## src/rtl/wb_commit_ctrl_pkg.sv

```systemverilog
// Shared constants for the dual-issue WB commit sequencer.
// Holds the one-hot state encodings and the default retired-counter width.
package wb_commit_ctrl_pkg;

  localparam int COMMIT_W  = 5;
  localparam int CNT_W_DEF = 32;

  localparam logic [COMMIT_W-1:0] ST_IDLE          = 5'b00001;
  localparam logic [COMMIT_W-1:0] ST_WAIT_L1       = 5'b00010;
  localparam logic [COMMIT_W-1:0] ST_WAIT_L2       = 5'b00100;
  localparam logic [COMMIT_W-1:0] ST_COMMIT_DUAL   = 5'b01000;
  localparam logic [COMMIT_W-1:0] ST_COMMIT_SINGLE = 5'b10000;

endpackage

```

## src/rtl/wb_commit_ctrl.sv

```systemverilog
// WB-stage commit sequencer: gates lane entry into WB, retires the pair in
// program order, collapses exceptions/ERET to a single commit and counts retires.
module wb_commit_ctrl
  import wb_commit_ctrl_pkg::*;
#(
  parameter int CNT_W = CNT_W_DEF
) (
  input  logic             clk,
  input  logic             resetn,
  input  logic             ms1_to_ws_valid,
  input  logic             ms1_paired,
  input  logic             ms1_ex,
  input  logic             ms1_eret,
  input  logic             ms2_to_ws_valid,
  input  logic             ms2_ex,
  output logic             ws_allowin_1,
  output logic             ws_allowin_2,
  output logic             ws_cap_1,
  output logic             ws_cap_2,
  output logic             commit_1,
  output logic             commit_2,
  output logic             ws_ex_flush,
  output logic             ws_ex_lane,
  output logic [CNT_W-1:0] commit_cnt
);

  logic [COMMIT_W-1:0] state;
  logic [COMMIT_W-1:0] state_n;
  logic                ex1_l;
  logic                eret1_l;
  logic                ex2_l;
  logic                k1;
  logic                k1_n;
  logic                ex2_n;
  logic                commit_1_n;
  logic                commit_2_n;
  logic                flush_n;
  logic                lane_n;
  logic                in_commit;
  logic [CNT_W-1:0]    inc;

  // Illegal encodings close both gates so nothing is captured before recovery.
  always_comb begin
    ws_allowin_1 = 1'b0;
    ws_allowin_2 = 1'b0;
    case (state)
      ST_IDLE:    begin ws_allowin_1 = 1'b1; ws_allowin_2 = 1'b1; end
      ST_WAIT_L1: ws_allowin_1 = 1'b1;
      ST_WAIT_L2: ws_allowin_2 = 1'b1;
      default:    ;
    endcase
  end

  assign ws_cap_1 = ms1_to_ws_valid & ws_allowin_1 & resetn;
  assign ws_cap_2 = ms2_to_ws_valid & ws_allowin_2 & resetn;
  assign k1       = ms1_ex | ms1_eret;

  always_comb begin
    state_n = ST_IDLE;
    case (state)
      ST_IDLE: begin
        if (ws_cap_1 && ws_cap_2)
          state_n = k1 ? ST_COMMIT_SINGLE : ST_COMMIT_DUAL;
        else if (ws_cap_1)
          state_n = (!ms1_paired || k1) ? ST_COMMIT_SINGLE : ST_WAIT_L2;
        else if (ws_cap_2)
          state_n = ST_WAIT_L1;
        else
          state_n = ST_IDLE;
      end
      ST_WAIT_L1: begin
        if (ws_cap_1)
          state_n = k1 ? ST_COMMIT_SINGLE : ST_COMMIT_DUAL;
        else
          state_n = ST_WAIT_L1;
      end
      ST_WAIT_L2: state_n = ws_cap_2 ? ST_COMMIT_DUAL : ST_WAIT_L2;
      default:    state_n = ST_IDLE;
    endcase
  end

  // Commit outputs are registered, so decide them from the flag values that
  // will be latched at the same edge that enters the commit state.
  always_comb begin
    k1_n       = ws_cap_1 ? k1 : (ex1_l | eret1_l);
    ex2_n      = ws_cap_2 ? ms2_ex : ex2_l;
    commit_1_n = (state_n == ST_COMMIT_DUAL) || (state_n == ST_COMMIT_SINGLE);
    commit_2_n = (state_n == ST_COMMIT_DUAL) && !ex2_n;
    lane_n     = (state_n == ST_COMMIT_DUAL) && ex2_n;
    flush_n    = lane_n || ((state_n == ST_COMMIT_SINGLE) && k1_n);
  end

  always_ff @(posedge clk or negedge resetn) begin
    if (!resetn) begin
      state       <= ST_IDLE;
      commit_1    <= 1'b0;
      commit_2    <= 1'b0;
      ws_ex_flush <= 1'b0;
      ws_ex_lane  <= 1'b0;
    end else begin
      state       <= state_n;
      commit_1    <= commit_1_n;
      commit_2    <= commit_2_n;
      ws_ex_flush <= flush_n;
      ws_ex_lane  <= lane_n;
    end
  end

  always_ff @(posedge clk) begin
    if (ws_cap_1) begin
      ex1_l   <= ms1_ex;
      eret1_l <= ms1_eret;
    end
    if (ws_cap_2)
      ex2_l <= ms2_ex;
  end

  // An excepting lane-1 does not retire; ERET does.
  assign in_commit = (state == ST_COMMIT_DUAL) || (state == ST_COMMIT_SINGLE);
  assign inc       = CNT_W'(commit_1 & ~ex1_l) + CNT_W'(commit_2);

  always_ff @(posedge clk or negedge resetn) begin
    if (!resetn)
      commit_cnt <= '0;
    else if (in_commit)
      commit_cnt <= commit_cnt + inc;
  end

endmodule

```

## config.mk

```make
export PLATFORM = sky130hd
export DESIGN_NAME = wb_commit_ctrl
export DESIGN_NICKNAME = d
export VERILOG_FILES = /design/src/rtl/wb_commit_ctrl_pkg.sv /design/src/rtl/wb_commit_ctrl.sv
export SDC_FILE = /design/constraint.sdc
export NUM_CORES = 1
export LEC_CHECK = 0
export ABC_AREA = 0
export BUFFER_PORTS_ARGS = -buffer_cell sky130_fd_sc_hd__clkbuf_2
export CAP_MARGIN = 40
export CELL_PAD_IN_SITES_DETAIL_PLACEMENT = 0
export CELL_PAD_IN_SITES_GLOBAL_PLACEMENT = 1
export CORE_AREA = 2 2 80 82
export DETAILED_ROUTE_END_ITERATION = 8
export DIE_AREA = 0 0 82 84
export GPL_TIMING_DRIVEN = 0
export PLACE_DENSITY = 0.76
export SYNTH_ARGS = -nofsm -noshare
export SYNTH_HDL_FRONTEND = slang
export SYNTH_SLANG_ARGS = --single-unit
```

## constraint.sdc

```tcl
create_clock -name clk -period 1.97 [get_ports clk]
set_input_delay 0.0985 -clock clk [delete_from_list [all_inputs] [get_ports clk]]
set_output_delay 0.0985 -clock clk [all_outputs]
set_load 0.01 [all_outputs]
```

==> results by group, run 1 <==
Outcome
  – Status: finished clean

Timing
  – Fin crit share: 99.1%
  – Slew Limit Fails: 0
  – Worst Hold Margin: 0.0112 ns
  – Fin crit period: 1.95 ns
  – Slew headroom: 45.3%
  – Max Clock Skew: 0.00769 ns
  – Final hold vios: 0
  – RSZ-0062 raised after global routing: true
  – Worst-Margin Slew: 0.818 ns
  – Max Freq: 0.512 GHz
  – Post-route setup slack: 0.0183 ns
  – Final setup vio count: 0

Drt
  – DRT Pass-1 Iters: 4
  – Total number of vias: 1708
  – DR WL met2: 2.20 mm
  – Highest Signal Layer: met4
  – DR vias/cell: 4.87
  – Wire length per cell: 13.3 µm
  – DRT iter0 DRCs: 41
  – Wire length on met1: 2.14 mm
  – Post-route DRC: 0
  – Met3 routed WL: 247 µm
  – Antenna viol nets, final: 0
  – Routed WL: 4.67 mm

Power
  – Clock power frac: 34.9%
  – Peak supply drop: 0.392 mV
  – Total Power: 0.00199 W
  – Int Pwr: 0.00144 W
  – Leak: 1.49 nW
  – Comb power frac: 15.7%
  – Sw frac: 27.8%
  – Switch Pwr: 0.000552 W
  – Pwr/cell area: 686 mW/mm²
  – Flop pwr share: 49.3%

Critical path
  – Crit path kind: register to register
  – Worst path top cell family by delay: simple AND/OR/NAND/NOR gates
  – Type of origin of the critical path: register
  – CP cell instances: nand2b_4, fa_2, inv_2, ha_4, and3_4, nand4_4, nor3_4, xor2_1
  – CP max FO: 6
  – Worst path slowest cell: fa_2
  – CP bufs+invs: 1
  – WP data arrival: 2.18 ns
  – Worst path required time: 2.20 ns
  – Crit end category: register
  – Slowest stage delay, CP: 0.37 ns

Global route
  – Antenna violations before repair: 0
  – Vias in the first global route: 1631
  – GRT overflow: 0
  – Largest net degree at the start of global routing: 24
  – First-pass GRT wire length: 7.76 mm
  – Tot GR Track Use: 14.6%

Clock tree
  – CTS tree: done
  – Num CTS Buffers: 5
  – Max clock buf depth: 2
  – Root buf cell: clkbuf_8
  – CTS sink cnt: 43
  – Worst-path clk slew: 0.09 ns
  – Later-pin clock latency in the skew report: 0.30 ns
  – H-tree depth: 2

Layout
  – P&R area growth vs syn: 31.3%
  – Fin cells: 351
  – Antenna Diode Count: 0
  – Commonest non-fill, non-tap cell in the layout: clkbuf_2
  – Most frequent cells in the layout: 47 x clkbuf_2, 38 x dfrtp_1, 21 x xor2_1, 15 x inv_1, 14 x nand2_1
  – Fin util: 47.6%
  – Layout cell share with drive strength beyond 1: 39.8%
  – Nets@finish: 283

Die
  – Initial Utilization: 36.2%
  – Die height: 84 µm
  – Rows: 29
  – I/O Pins: 48
  – Die area: 0.00689 mm²
  – Die span in x: 82 µm
  – Core Region: 0.00610 mm²

Place
  – Input/output buffers: 47
  – Post-placement cell count: 328
  – Gp weighted congestion: 0.776
  – Post-DP HPWL: 3.25 mm
  – Dpl ws: -0.111 ns

Logic synthesis
  – Dominant synthesized flop cell: dfrtp_1
  – Post-synth EDFFs: 1
  – Seq/Total Area, Yosys: 48.8%
  – Share of async-settable or async-resettable flops after synthesis: 95.3%
  – Synth cell types: 45
  – Syn Inst Count: 203
  – Syn Area/Cell: 10.9 µm²
  – Mapped Area: 0.00221 mm²
  – Post-Synthesis Net Count: 213
  – Synth Register Bits: 43
  – Yosys warnings: 0

Run
  – Max_cap viols: 0

Hold path
  – Class of the worst hold path: input port to register
per-stage QoR:
stage                     area, µm²  setup TNS, ns
after global routing           2900         -0.276
after detailed placement       2570         -0.313
after CTS                      2740              0
final                          2900              0
after global placement         2540          -2.03
after floorplan                2210              0
metal layers:
metal / global-route usage (%) / up-vias
li1: - / 841
met1: 19.1 / 816
met2: 22.8 / 43
met3: 4.22 / 8
met4: 5.00 / 0
met5: 0 / -
worst register-to-register path, delay by kind of cell, from the launching register on:
kind | cells | cell delay, ns
adder cells (fa/ha/maj) | 2 | 0.49
buffers and inverters | 1 | 0.08
AND/OR/NAND/NOR | 4 | 0.79
flip-flops | 1 | 0.36
XOR/XNOR | 1 | 0.16
synth_stat cells (2+ instances only):
cell | n | share of area [%]
and2_1 | 3 | 0.85
nor4_2 | 2 | 1.1
nor3_2 | 8 | 3.6
nand2_1 | 14 | 2.4
and3_1 | 2 | 0.57
and4_1 | 6 | 2.4
nand4_4 | 2 | 1.9
nor2_1 | 11 | 1.9
nor4_1 | 2 | 0.57
xor2_1 | 21 | 8.3
xnor2_1 | 10 | 4.0
nand4_1 | 6 | 1.7
o21ai_0 | 3 | 0.68
nand2b_1 | 2 | 0.57
inv_1 | 16 | 2.7
dfrtp_1 | 40 | 45
nor2b_1 | 3 | 0.85
a21oi_1 | 5 | 1.1
nand3_1 | 11 | 2.5
nor3_1 | 10 | 2.3
o21a_1 | 2 | 0.68
cell families after synthesis:
| kind of cell | synth area share, % |
|---|---|
| and+or+nand+nor | 27.6 |
| adders and majority gates | 1.47 |
| muxes | 1.13 |
| DFF | 48.8 |
| buffers and inverters | 4.31 |
| xor gates and xnor gates | 13.0 |
| AOI/OAI and AO/OA | 3.63 |
sequential cells by signal, summed over array words and instances, names as in the netlist:
register	cells
commit_2	1
commit_1	1
commit_cnt	32
ex2_l	1
ws_ex_lane	1
ws_ex_flush	1
ex1_l	1
state	5
final cells by class:
| cell class | instances | area, µm² |
|---|---|---|
| inverter | 16 | 60.1 |
| multi-input combinational | 140 | 1140 |
| timing repair buffer | 63 | 380 |
| tap | 77 | 96.3 |
| buffer | 4 | 35.0 |
| clock buffer | 5 | 68.8 |
| sequential | 43 | 1080 |
| fill | 603 | 3200 |
| clock inverter | 3 | 43.8 |
path summary, 6_finish.rpt:
check	cells past startpoint	from	slack, ns	end
hold / removal	1	ms1_ex	0.01	ex1_l
setup / recovery	8	ex1_l	0.02	commit_cnt[24]
hold reg to reg	1	commit_cnt[31]	0.48	commit_cnt[31]
max in group asynchronous	3	resetn	0.24	commit_cnt[4]
setup reg to reg	8	ex1_l	0.02	commit_cnt[24]
min in group asynchronous	3	resetn	0.43	commit_cnt[23]
timing repair:
action / CTS / global route
buffers inserted: 0 / 13
gates resized for setup: 8 / 13
endpoints found under the setup margin: 9 / 22
pin swaps: 3 / 7
endpoints found under the hold margin: 17 / 0
hold buffers: 2 / 0
power by group through the flow:
stage	clock (W)	combinational, W	sequential (W)
finish	0.000695	0.000313	0.000982
global route	0.000746	0.000350	0.000991
CTS	0.000721	0.000314	0.000981
detailed placement	0	0.000308	0.000997
global placement	0	0.000296	0.000995
floorplan	0	0.000191	0.000995
Power figures use the tool's default switching activity.
==> run 2: changes to the inputs <==
--- a/config.mk
+++ b/config.mk
@@ -10,11 +10,12 @@
 export CAP_MARGIN = 40
 export CELL_PAD_IN_SITES_DETAIL_PLACEMENT = 0
 export CELL_PAD_IN_SITES_GLOBAL_PLACEMENT = 1
-export CORE_AREA = 2 2 80 82
+export CORE_AREA = 2 2 79 81
+export CTS_BUF_LIST = sky130_fd_sc_hd__clkbuf_4
 export DETAILED_ROUTE_END_ITERATION = 8
-export DIE_AREA = 0 0 82 84
+export DIE_AREA = 0 0 81 83
 export GPL_TIMING_DRIVEN = 0
-export PLACE_DENSITY = 0.76
+export PLACE_DENSITY = 0.77
 export SYNTH_ARGS = -nofsm -noshare
 export SYNTH_HDL_FRONTEND = slang
 export SYNTH_SLANG_ARGS = --single-unit
==> results by group, run 2 (synthesis gave the netlist of run 1 again) <==
Outcome
  – Status: finished clean

Layout
  – Layout fillers: 576
  – Layout cell share with drive strength beyond 1: 37.8%
  – Max FFs per register: 32
  – P&R area growth vs syn: 28.9%
  – Nets@finish: 276
  – Most frequent cells in the layout: 47 x clkbuf_2, 38 x dfrtp_1, 21 x xor2_1, 15 x inv_1, 14 x nand2_1
  – Fin util: 48.9%
  – Commonest non-fill, non-tap cell in the layout: clkbuf_2
  – Top flop regs: commit_cnt (32), state (5)
  – Top reg by flops: commit_cnt
  – Antenna Diode Count: 0

Place
  – Gp weighted congestion: 0.814
  – Post-DP HPWL: 3.36 mm
  – Input/output buffers: 47

Clock tree
  – Root buf cell: clkbuf_4
  – Max clock buf depth: 2
  – H-tree depth: 2
  – Num CTS Buffers: 5
  – CTS tree: done
  – Worst-path clk slew: 0.13 ns
  – Later-pin clock latency in the skew report: 0.35 ns
  – CTS sink cnt: 43

Critical path
  – WP data arrival: 2.24 ns
  – CP bufs+invs: 1
  – Crit end category: register
  – Type of origin of the critical path: register
  – Worst path required time: 2.25 ns
  – Worst path top cell family by delay: simple AND/OR/NAND/NOR gates
  – CP max FO: 6
  – Crit path kind: register to register
  – CP cell instances: nand2b_4, fa_2, inv_2, ha_4, and3_4, nand4_4, nor3_4, xor2_1
  – Worst path slowest cell: fa_2
  – Slowest stage delay, CP: 0.39 ns

Die
  – Rows: 28
  – Core Region: 0.00582 mm²
  – Initial Utilization: 38.0%
  – Die span in x: 81 µm
  – I/O Pins: 48
  – Die height: 83 µm
  – Die area: 0.00672 mm²

Timing
  – Worst-Margin Slew: 0.542 ns
  – Slew headroom: 63.8%
  – Max Clock Skew: 0.0101 ns
  – Max Freq: 0.511 GHz
  – Fin crit period: 1.96 ns
  – Final hold vios: 0
  – Setup TNS: 0 ns
  – RSZ-0062 raised after global routing: true
  – Final setup vio count: 0
  – Slew Limit Fails: 0
  – Fin crit share: 99.4%

Drt
  – DRT iter0 DRCs: 89
  – DR vias/cell: 4.95
  – Post-route DRC: 0
  – Wire length per cell: 13.7 µm
  – Total number of vias: 1694
  – Routed WL: 4.67 mm
  – Antenna viol nets, final: 0
  – DRT Pass-1 Iters: 4

Run
  – Max_cap viols: 0

Global route
  – Antenna violations before repair: 0
  – Vias in the first global route: 1634
  – Largest net degree at the start of global routing: 31
  – GRT overflow: 0
  – First-pass GRT wire length: 7.56 mm
  – Tot GR Track Use: 14.2%

Hold path
  – Class of the worst hold path: input port to register

Power
  – Leak: 1.44 nW
  – Pwr/cell area: 709 mW/mm²
  – Peak supply drop: 0.409 mV
==> run 2: changes by cell type in the layout (fill, tap and decap cells not counted), sizes merged <==
cell / previous run / this run
buf: 17 / 8
bufinv: 1 / 2
clkbuf: 53 / 54
clkinv: 2 / 0
dlygate4sd3: 2 / 4
==> run 2: cell type report <==
cell class	count	area [µm²]	share of cell area, %
multi-input cells	140	1150	40.3
inverters	16	60.1	2.11
plain buffers	4	35.0	1.23
well taps	75	93.8	3.30
clock inverters	2	60.1	2.11
clock buffers	6	45.0	1.58
repair buffers	56	325	11.4
flip-flops and latches	43	1080	37.9
==> run 2: path summary, 6_finish.rpt <==
check	slack, ns	to	cells after the start	startpoint
min	0.04	state[4]	3	ms1_paired
min in group asynchronous	0.32	commit_cnt[21]	3	resetn
min reg2reg	0.48	commit_cnt[31]	1	commit_cnt[31]
max in group asynchronous	0.67	commit_cnt[6]	3	resetn
max	0.01	commit_cnt[28]	8	ex1_l
max reg2reg	0.01	commit_cnt[28]	8	ex1_l
==> run 2: stage by stage <==
step | total power, W | setup slack (ns) | area [µm²] | hold slack (ns) | instances
global placement | 0.00129 | -0.450 | 2540 | 0.313 | 325
floorplan | 0.00119 | 0.0394 | 2210 | -0.197 | 203
global route | 0.00213 | -0.0899 | 2850 | 0.0302 | 342
finish | 0.00202 | 0.0116 | 2850 | 0.0436 | 342
detailed placement | 0.00131 | -0.165 | 2560 | 0.0619 | 326
CTS | 0.00202 | 0.0147 | 2750 | 0.0310 | 338
==> run 2: repair_timing <==
item                                   CTS  global route
hold buffers                             4             0
pin swaps                                3             6
endpoints found under the hold margin   13             0
setup endpoints to repair               13            17
gates resized for setup                  9            14
buffers inserted                         0             4
==> run 2: worst register-to-register path: cells and delay by family, from the launching register on <==
| kind | cells | cell delay, ns |
|---|---|---|
| adders and majority gates | 2 | 0.53 |
| and+or+nand+nor | 4 | 0.74 |
| buffers and inverters | 1 | 0.08 |
| DFF | 1 | 0.38 |
| xor gates and xnor gates | 1 | 0.16 |
==> run 2: metal layers <==
metal / vias to the layer above / GRT usage (%) / part of all wire, %
li1: 823 / - / -
met1: 826 / 19.0 / 44
met2: 41 / 22.4 / 49
met3: 4 / 3.80 / 5.3
met4: 0 / 4.16 / 0.96
met5: - / 0 / 0
==> run 2: power breakdown <==
part | switching, W | internal [W]
clock network | 0.000291 | 0.000410
logic | 0.000196 | 0.000140
registers | 0.0000480 | 0.000933
